<file path="src/rtl/axi2mem_sched_pkg.sv">
// Shared types and helpers for the AXI-to-TCDM burst sequencer.
package axi2mem_sched_pkg;

    typedef enum logic [1:0] {
        IDLE  = 2'd0,
        ISSUE = 2'd1,
        DRAIN = 2'd2
    } state_e;

    typedef enum logic {
        DIR_RD = 1'b0,
        DIR_WR = 1'b1
    } dir_e;

    // One beat covers every 32-bit TCDM port once.
    function automatic int unsigned beat_stride(input int unsigned nb_ports);
        return nb_ports * 4;
    endfunction

endpackage

</file>
<file path="src/rtl/axi2mem_rr_arb2.sv">
// Two-way read/write command arbiter (req/gnt bit 0 = read, bit 1 = write).
// AXI2MEM_SCHED_WR_PRIO_EN selects fixed write priority instead of round-robin.
module axi2mem_rr_arb2 (
    input  logic       clk_i,
    input  logic       rst_ni,
    input  logic       en_i,
    input  logic [1:0] req_i,
    output logic [1:0] gnt_o
);

`ifdef AXI2MEM_SCHED_WR_PRIO_EN
    logic w_unused;
    assign w_unused = clk_i ^ rst_ni;

    always_comb begin
        gnt_o = 2'b00;
        if (en_i) begin
            gnt_o = req_i[1] ? 2'b10 : {1'b0, req_i[0]};
        end
    end
`else
    logic r_ptr_wr;

    always_comb begin
        gnt_o = 2'b00;
        if (en_i) begin
            if (&req_i) begin
                gnt_o = r_ptr_wr ? 2'b10 : 2'b01;
            end else begin
                gnt_o = req_i;
            end
        end
    end

    // A grant is always taken, so a contested enabled cycle is a handshake.
    always_ff @(posedge clk_i or negedge rst_ni) begin
        if (!rst_ni) begin
            r_ptr_wr <= 1'b0;
        end else if (en_i && (&req_i)) begin
            r_ptr_wr <= ~r_ptr_wr;
        end
    end
`endif

endmodule

</file>
<file path="src/rtl/axi2mem_burst_sched.sv">
// Burst sequencer: arbitrates read/write commands and expands them into beats.
// Optional AXI2MEM_SCHED_WR_PRIO_EN gives writes fixed priority on contention.
module axi2mem_burst_sched
    import axi2mem_sched_pkg::*;
#(
    parameter int unsigned NB_PORTS        = 4,
    parameter int unsigned ADDR_WIDTH      = 32,
    parameter int unsigned LEN_WIDTH       = 8,
    parameter int unsigned MAX_OUTSTANDING = 4
) (
    input  logic                  clk_i,
    input  logic                  rst_ni,
    input  logic                  rd_cmd_valid_i,
    output logic                  rd_cmd_ready_o,
    input  logic [ADDR_WIDTH-1:0] rd_cmd_addr_i,
    input  logic [LEN_WIDTH-1:0]  rd_cmd_len_i,
    input  logic                  wr_cmd_valid_i,
    output logic                  wr_cmd_ready_o,
    input  logic [ADDR_WIDTH-1:0] wr_cmd_addr_i,
    input  logic [LEN_WIDTH-1:0]  wr_cmd_len_i,
    output logic                  beat_valid_o,
    input  logic                  beat_ready_i,
    output logic [ADDR_WIDTH-1:0] beat_addr_o,
    output logic                  beat_we_o,
    output logic                  beat_last_o,
    input  logic                  beat_done_i,
    output logic                  busy_o,
    output logic                  err_o
);

    localparam int unsigned CW = $clog2(MAX_OUTSTANDING + 1);
    localparam logic [ADDR_WIDTH-1:0] STRIDE =
        ADDR_WIDTH'(beat_stride(NB_PORTS));
    localparam logic [CW-1:0] MAX_OUT = CW'(MAX_OUTSTANDING);

    state_e                r_state;
    dir_e                  r_dir;
    logic [ADDR_WIDTH-1:0] r_addr;
    logic [LEN_WIDTH-1:0]  r_left;
    logic [CW-1:0]         r_out;
    logic                  r_busy;
    logic                  r_err;

    logic [1:0] w_gnt;
    logic       w_idle;
    logic       w_issue;
    logic       w_beat_hs;
    logic       w_done_ok;

    assign w_idle  = (r_state == IDLE);
    assign w_issue = (r_state == ISSUE);

    axi2mem_rr_arb2 u_arb (
        .clk_i  (clk_i),
        .rst_ni (rst_ni),
        .en_i   (w_idle),
        .req_i  ({wr_cmd_valid_i, rd_cmd_valid_i}),
        .gnt_o  (w_gnt)
    );

    assign rd_cmd_ready_o = w_gnt[0];
    assign wr_cmd_ready_o = w_gnt[1];

    assign beat_valid_o = w_issue && (r_out < MAX_OUT);
    assign w_beat_hs    = beat_valid_o && beat_ready_i;
    assign w_done_ok    = beat_done_i && (r_out != '0);

    assign beat_addr_o = r_addr;
    assign beat_we_o   = (r_dir == DIR_WR);
    assign beat_last_o = w_issue && (r_left == '0);
    assign busy_o      = r_busy;
    assign err_o       = r_err;

    always_ff @(posedge clk_i or negedge rst_ni) begin
        if (!rst_ni) begin
            r_state <= IDLE;
            r_dir   <= DIR_RD;
            r_addr  <= '0;
            r_left  <= '0;
            r_out   <= '0;
            r_busy  <= 1'b0;
            r_err   <= 1'b0;
        end else begin
            r_busy <= !w_idle || (r_out != '0);
            if (beat_done_i && (r_out == '0)) begin
                r_err <= 1'b1;
            end
            if (w_beat_hs && !w_done_ok) begin
                r_out <= r_out + 1'b1;
            end else if (!w_beat_hs && w_done_ok) begin
                r_out <= r_out - 1'b1;
            end
            unique case (r_state)
                IDLE: begin
                    if (w_gnt[1]) begin
                        r_state <= ISSUE;
                        r_dir   <= DIR_WR;
                        r_addr  <= wr_cmd_addr_i;
                        r_left  <= wr_cmd_len_i;
                    end else if (w_gnt[0]) begin
                        r_state <= ISSUE;
                        r_dir   <= DIR_RD;
                        r_addr  <= rd_cmd_addr_i;
                        r_left  <= rd_cmd_len_i;
                    end
                end
                ISSUE: begin
                    if (w_beat_hs) begin
                        r_addr <= r_addr + STRIDE;
                        if (r_left == '0) begin
                            r_state <= DRAIN;
                        end else begin
                            r_left <= r_left - 1'b1;
                        end
                    end
                end
                DRAIN: begin
                    // Direction turnaround waits for every beat to retire.
                    if (r_out == '0) begin
                        r_state <= IDLE;
                    end
                end
                default: r_state <= IDLE;
            endcase
        end
    end

endmodule

</file>
<file path="config.mk">
export PLATFORM = sky130hd
export DESIGN_NAME = axi2mem_burst_sched
export DESIGN_NICKNAME = d
export VERILOG_FILES = /design/src/rtl/axi2mem_sched_pkg.sv /design/src/rtl/axi2mem_rr_arb2.sv /design/src/rtl/axi2mem_burst_sched.sv
export SDC_FILE = /design/constraint.sdc
export NUM_CORES = 1
export LEC_CHECK = 0
export CORE_MARGIN = 3
export CORE_UTILIZATION = 44
export CTS_CLUSTER_DIAMETER = 40
export DETAILED_ROUTE_END_ITERATION = 8
export HOLD_SLACK_MARGIN = 0.02
export PLACE_DENSITY = 0.8
export SKIP_LAST_GASP = 1
export SYNTH_ARGS = -nofsm -noshare
export SYNTH_HDL_FRONTEND = slang
export SYNTH_SLANG_ARGS = --single-unit
</file>
<file path="constraint.sdc">
create_clock -name clk_i -period 3.53 [get_ports clk_i]
set_input_delay 0.706 -clock clk_i [delete_from_list [all_inputs] [get_ports clk_i]]
set_output_delay 0.706 -clock clk_i [all_outputs]
set_load 0.01 [all_outputs]
</file>
==> metrics.log <==
INFO  metric cts.sinks = ~50
INFO  metric worstRegToRegCells = 6
INFO  metric fin_setup_tns = 0 ns
INFO  metric vias_per_cell = 5.834
INFO  metric regToRegStartpoint = r_state[0]
INFO  metric starting_utilization_of_the_core_area = about 47%
INFO  metric startpoint = rd_cmd_valid_i
INFO  metric post_synth_edffs = 0
INFO  metric die_x = between 90 and 100 um
INFO  metric share_seq_of_total_power = about a third
INFO  metric worst_path_most_repeated_cell = clkdlybuf4s50_1
INFO  metric relSlewSlack = a little under three fifths
INFO  metric port-buffer-count = roughly 120
INFO  metric power.combinational.fraction = between 50% and 60%
INFO  metric synth-seq-area-share = about 37%
INFO  metric area.growth.synth_to_final = 43.42%
INFO  metric synth.cell_area = between 3000 and 4000 um2
INFO  metric hpwl_after_detailed_placement = a little under 8 mm
INFO  metric max_stage_delay = approximately 0.53 ns
INFO  metric setup_repair_after_global_routing_missed_its_margin = false
INFO  metric cts_resized = 0
INFO  metric clock_tree.htree_level_count = 2
INFO  metric globalplace.congestion = a little under 0.9
INFO  metric final_antenna_net_count = 0
INFO  metric power.density = 747.6 nW/um2
INFO  metric top_level_ports = 125
INFO  metric first_pass_grt_wire_length = approximately 17 mm
INFO  metric grt_overflow_total = 0
INFO  metric detailroute.via_count = around 3.5k
INFO  metric maximum_number_of_pins_on_one_net_before_global_route_repair = 35
INFO  metric crit_slowest_cell = clkdlybuf4s50_1
INFO  metric std_cell_rows = 30
INFO  metric synthArstFlopShare = 100.0%
INFO  metric post_route_cells_drive_above_1_share = ~8%
INFO  metric insertedDiodeCount = 0
INFO  metric finish.instance_area = between 4000 and 5000 um2
INFO  metric irDropWorstVdd = roughly 0.33 mV
INFO  metric critPathRequiredTime = 2.82 ns
INFO  metric cell_internal_pwr = between 1.5 and 2 mW
INFO  metric yosys.cell_types.count = 67
INFO  metric fillers = 599
INFO  metric path_clk_slew = approximately 0.10 ns
INFO  metric placedInstanceArea = 4612 um2
INFO  metric drc = 0
INFO  metric outcome = complete, no violations
INFO  metric fin_cells = 607
INFO  metric synthCells = 393
INFO  metric placed_cells_incl_taps = 600
INFO  metric critPathTopFamily = buffers and inverters
INFO  metric power_switching = ~1.5 mW
INFO  metric worst_margin_pin_slew = ~0.66 ns
INFO  metric fraction_of_power_consumed_by_the_clock_network = between 10% and 20%
INFO  metric ys_seq_elements = 49
INFO  metric yosys_warnings = 0
INFO  metric max_freq = between 0.3 and 0.4 GHz
INFO  metric cp_num_buf_inv = 3
INFO  metric routed_wirelength = roughly 10 mm
INFO  metric worstHoldPathType = in -> async
INFO  metric setup.worst_path.class = in -> out
INFO  metric synth_nets = ~480
INFO  metric setup.worst_path.end_class = primary output
INFO  metric critical_path.reg2reg.endpoint = r_left[0]
INFO  metric report.final.hold_viol_count = 0
INFO  metric core = roughly 7000 um2
INFO  metric register_to_register_setup_slack = 1.08 ns
INFO  metric dieArea = roughly 8500 um2
INFO  metric layout_min_cycle_time = approximately 2.8 ns
INFO  metric max-cap-violations = 0
INFO  metric most-common-layout-cells = clkdlybuf4s50_1, nand2_1, dfrtp_1
INFO  metric layout.nets = 602
INFO  metric clock_insertion_delay_worst_skew = around 0.31 ns
INFO  metric cts_hold_buf = 0
INFO  metric drt_first_iter_violations = between 150 and 200
INFO  metric sequential_cell_area = 1226 um2
INFO  metric footprint_of_the_multi_input_gates = about 1900 um2
INFO  metric root_buffer = clkbuf_8
INFO  metric numCtsBuffers = 5
INFO  metric avgRoutedWirePerCell = between 15 and 20 um
INFO  metric worstPathCellList = clkdlybuf4s50_1, nand2b_1, nand3_2, clkinv_1, clkdlybuf4s50_1
INFO  metric finalCritPeriodShare = 80.62%
INFO  metric swShare = between 40 and 50%
INFO  metric crit_fanout = 5
INFO  metric layout_commonest_cell = clkdlybuf4s50_1
INFO  metric synth_top_flop_cell = dfrtp_1
INFO  metric grt_antenna_before_repair = 0
INFO  metric firstDrtPassIters = 4
INFO  metric report.final.setup_viol = 0
INFO  metric critical_path.startpoint_type = input pin
INFO  metric max-clock-path-buffers = 2
INFO  metric vertical_die_dimension = 92.45 um
INFO  metric critical_path_arrival = 2.14 ns
INFO  metric post-cts-setup-buffers = 0
INFO  metric cts_tree = done
INFO  metric grt.total_usage = between 20% and 30%
INFO  metric grt_pass1_vias = 3,471
INFO  metric final_number_of_max_transition_violations = 0
INFO  metric avgSynthCellArea = between 8 and 9 um2
INFO  metric timing.clock.skew = 0.008807 ns
INFO  metric leakage = 1.932 nW
-- cells in the mapped netlist, drive strengths merged, types with 6 or more instances --
cell type | count | area [um2]
nor2 | 34 | 135.1
nand2 | 53 | 198.9
nand3 | 21 | 110.1
mux2i | 12 | 120.1
o22ai | 6 | 37.54
inv | 7 | 26.28
o21ai | 26 | 133.9
clkbuf | 8 | 30.03
and3 | 11 | 70.07
a31oi | 8 | 50.05
nor3 | 12 | 60.06
buf | 14 | 70.07
mux2 | 8 | 90.09
dfrtp | 49 | 1226
a21oi | 29 | 148.9
nand4 | 12 | 75.07
-- through the flow --
stage | setup WS (ns) | hold slack [ns] | total power, mW | utilization, %
5_1_grt | 0.6208 | 0.4621 | 3.804 | 67.18
6_report | 0.6840 | 0.4133 | 3.526 | 67.18
4_1_cts | 0.6893 | 0.4354 | 3.532 | 67.18
3_5_place_dp | 0.6282 | 0.4510 | 3.122 | 65.70
3_3_place_gp | 0.6713 | 0.4390 | 3.056 | 65.70
2_1_floorplan | 1.336 | 0.4104 | 2.267 | -
-- cell type report --
type	count	area share (%)
multi-input combinational	313	40.86
timing repair buffer	133	27.65
sequential	49	26.00
tap	96	2.547
clock buffer	5	1.459
clock inverter	2	0.7429
inverter	9	0.7429
-- registers in the layout, indices dropped and copies added, names as in the netlist --
name and cells:
r_out 3, r_left 8, r_state 2, err_o 1, busy_o 1, beat_addr_o 32
u_arb.r_ptr_wr 1, beat_we_o 1
-- layer usage --
metal / part of all wire (%) / global-route usage, % / vias up
li1: - / - / 1702
met1: 42 / 31.57 / 1667
met2: 49 / 41.75 / 156
met3: 7.7 / 5.037 / 16
met4: 1.4 / 5.817 / 0
met5: 0 / 0 / -
-- worst max path at each step --
stage                     endpoint  slack [ns]  cells after the start
finish              wr_cmd_ready_o        0.68                      5
global route           beat_last_o        0.62                      3
CTS                 wr_cmd_ready_o        0.69                      5
detailed placement       r_left[0]        0.63                      6
global placement         r_left[0]        0.67                      6
floorplan           wr_cmd_ready_o        1.34                      4
-- cells by family after synthesis --
kind of cell / count (synthesis) / synth area share, %
AO/OA/AOI/OAI: 113 / 22.95
adder cells (fa/ha/maj): 5 / 2.131
XOR/XNOR: 4 / 1.066
flip-flops: 49 / 37.29
buffers and inverters: 31 / 4.110
multiplexers: 20 / 6.393
AND/OR/NAND/NOR: 171 / 26.07
-- worst reg2reg max path, cell delays in order, from the launching register on --
cell,delay (ns)
dfrtp_1,0.78
nand4bb_1,0.25
clkinv_2,0.20
a21o_2,0.31
nand2_1,0.37
nor4_1,0.36
a211o_2,0.14
-- power by group through the flow --
stage,sequential (mW),clock (mW),combinational [mW]
detailed placement,1.20,0,1.92
finish,1.20,0.405,1.92
global route,1.25,0.426,2.12
CTS,1.19,0.410,1.93
floorplan,1.18,0,1.08
global placement,1.19,0,1.87
No activity file was read; power rests on OpenSTA's default activity.
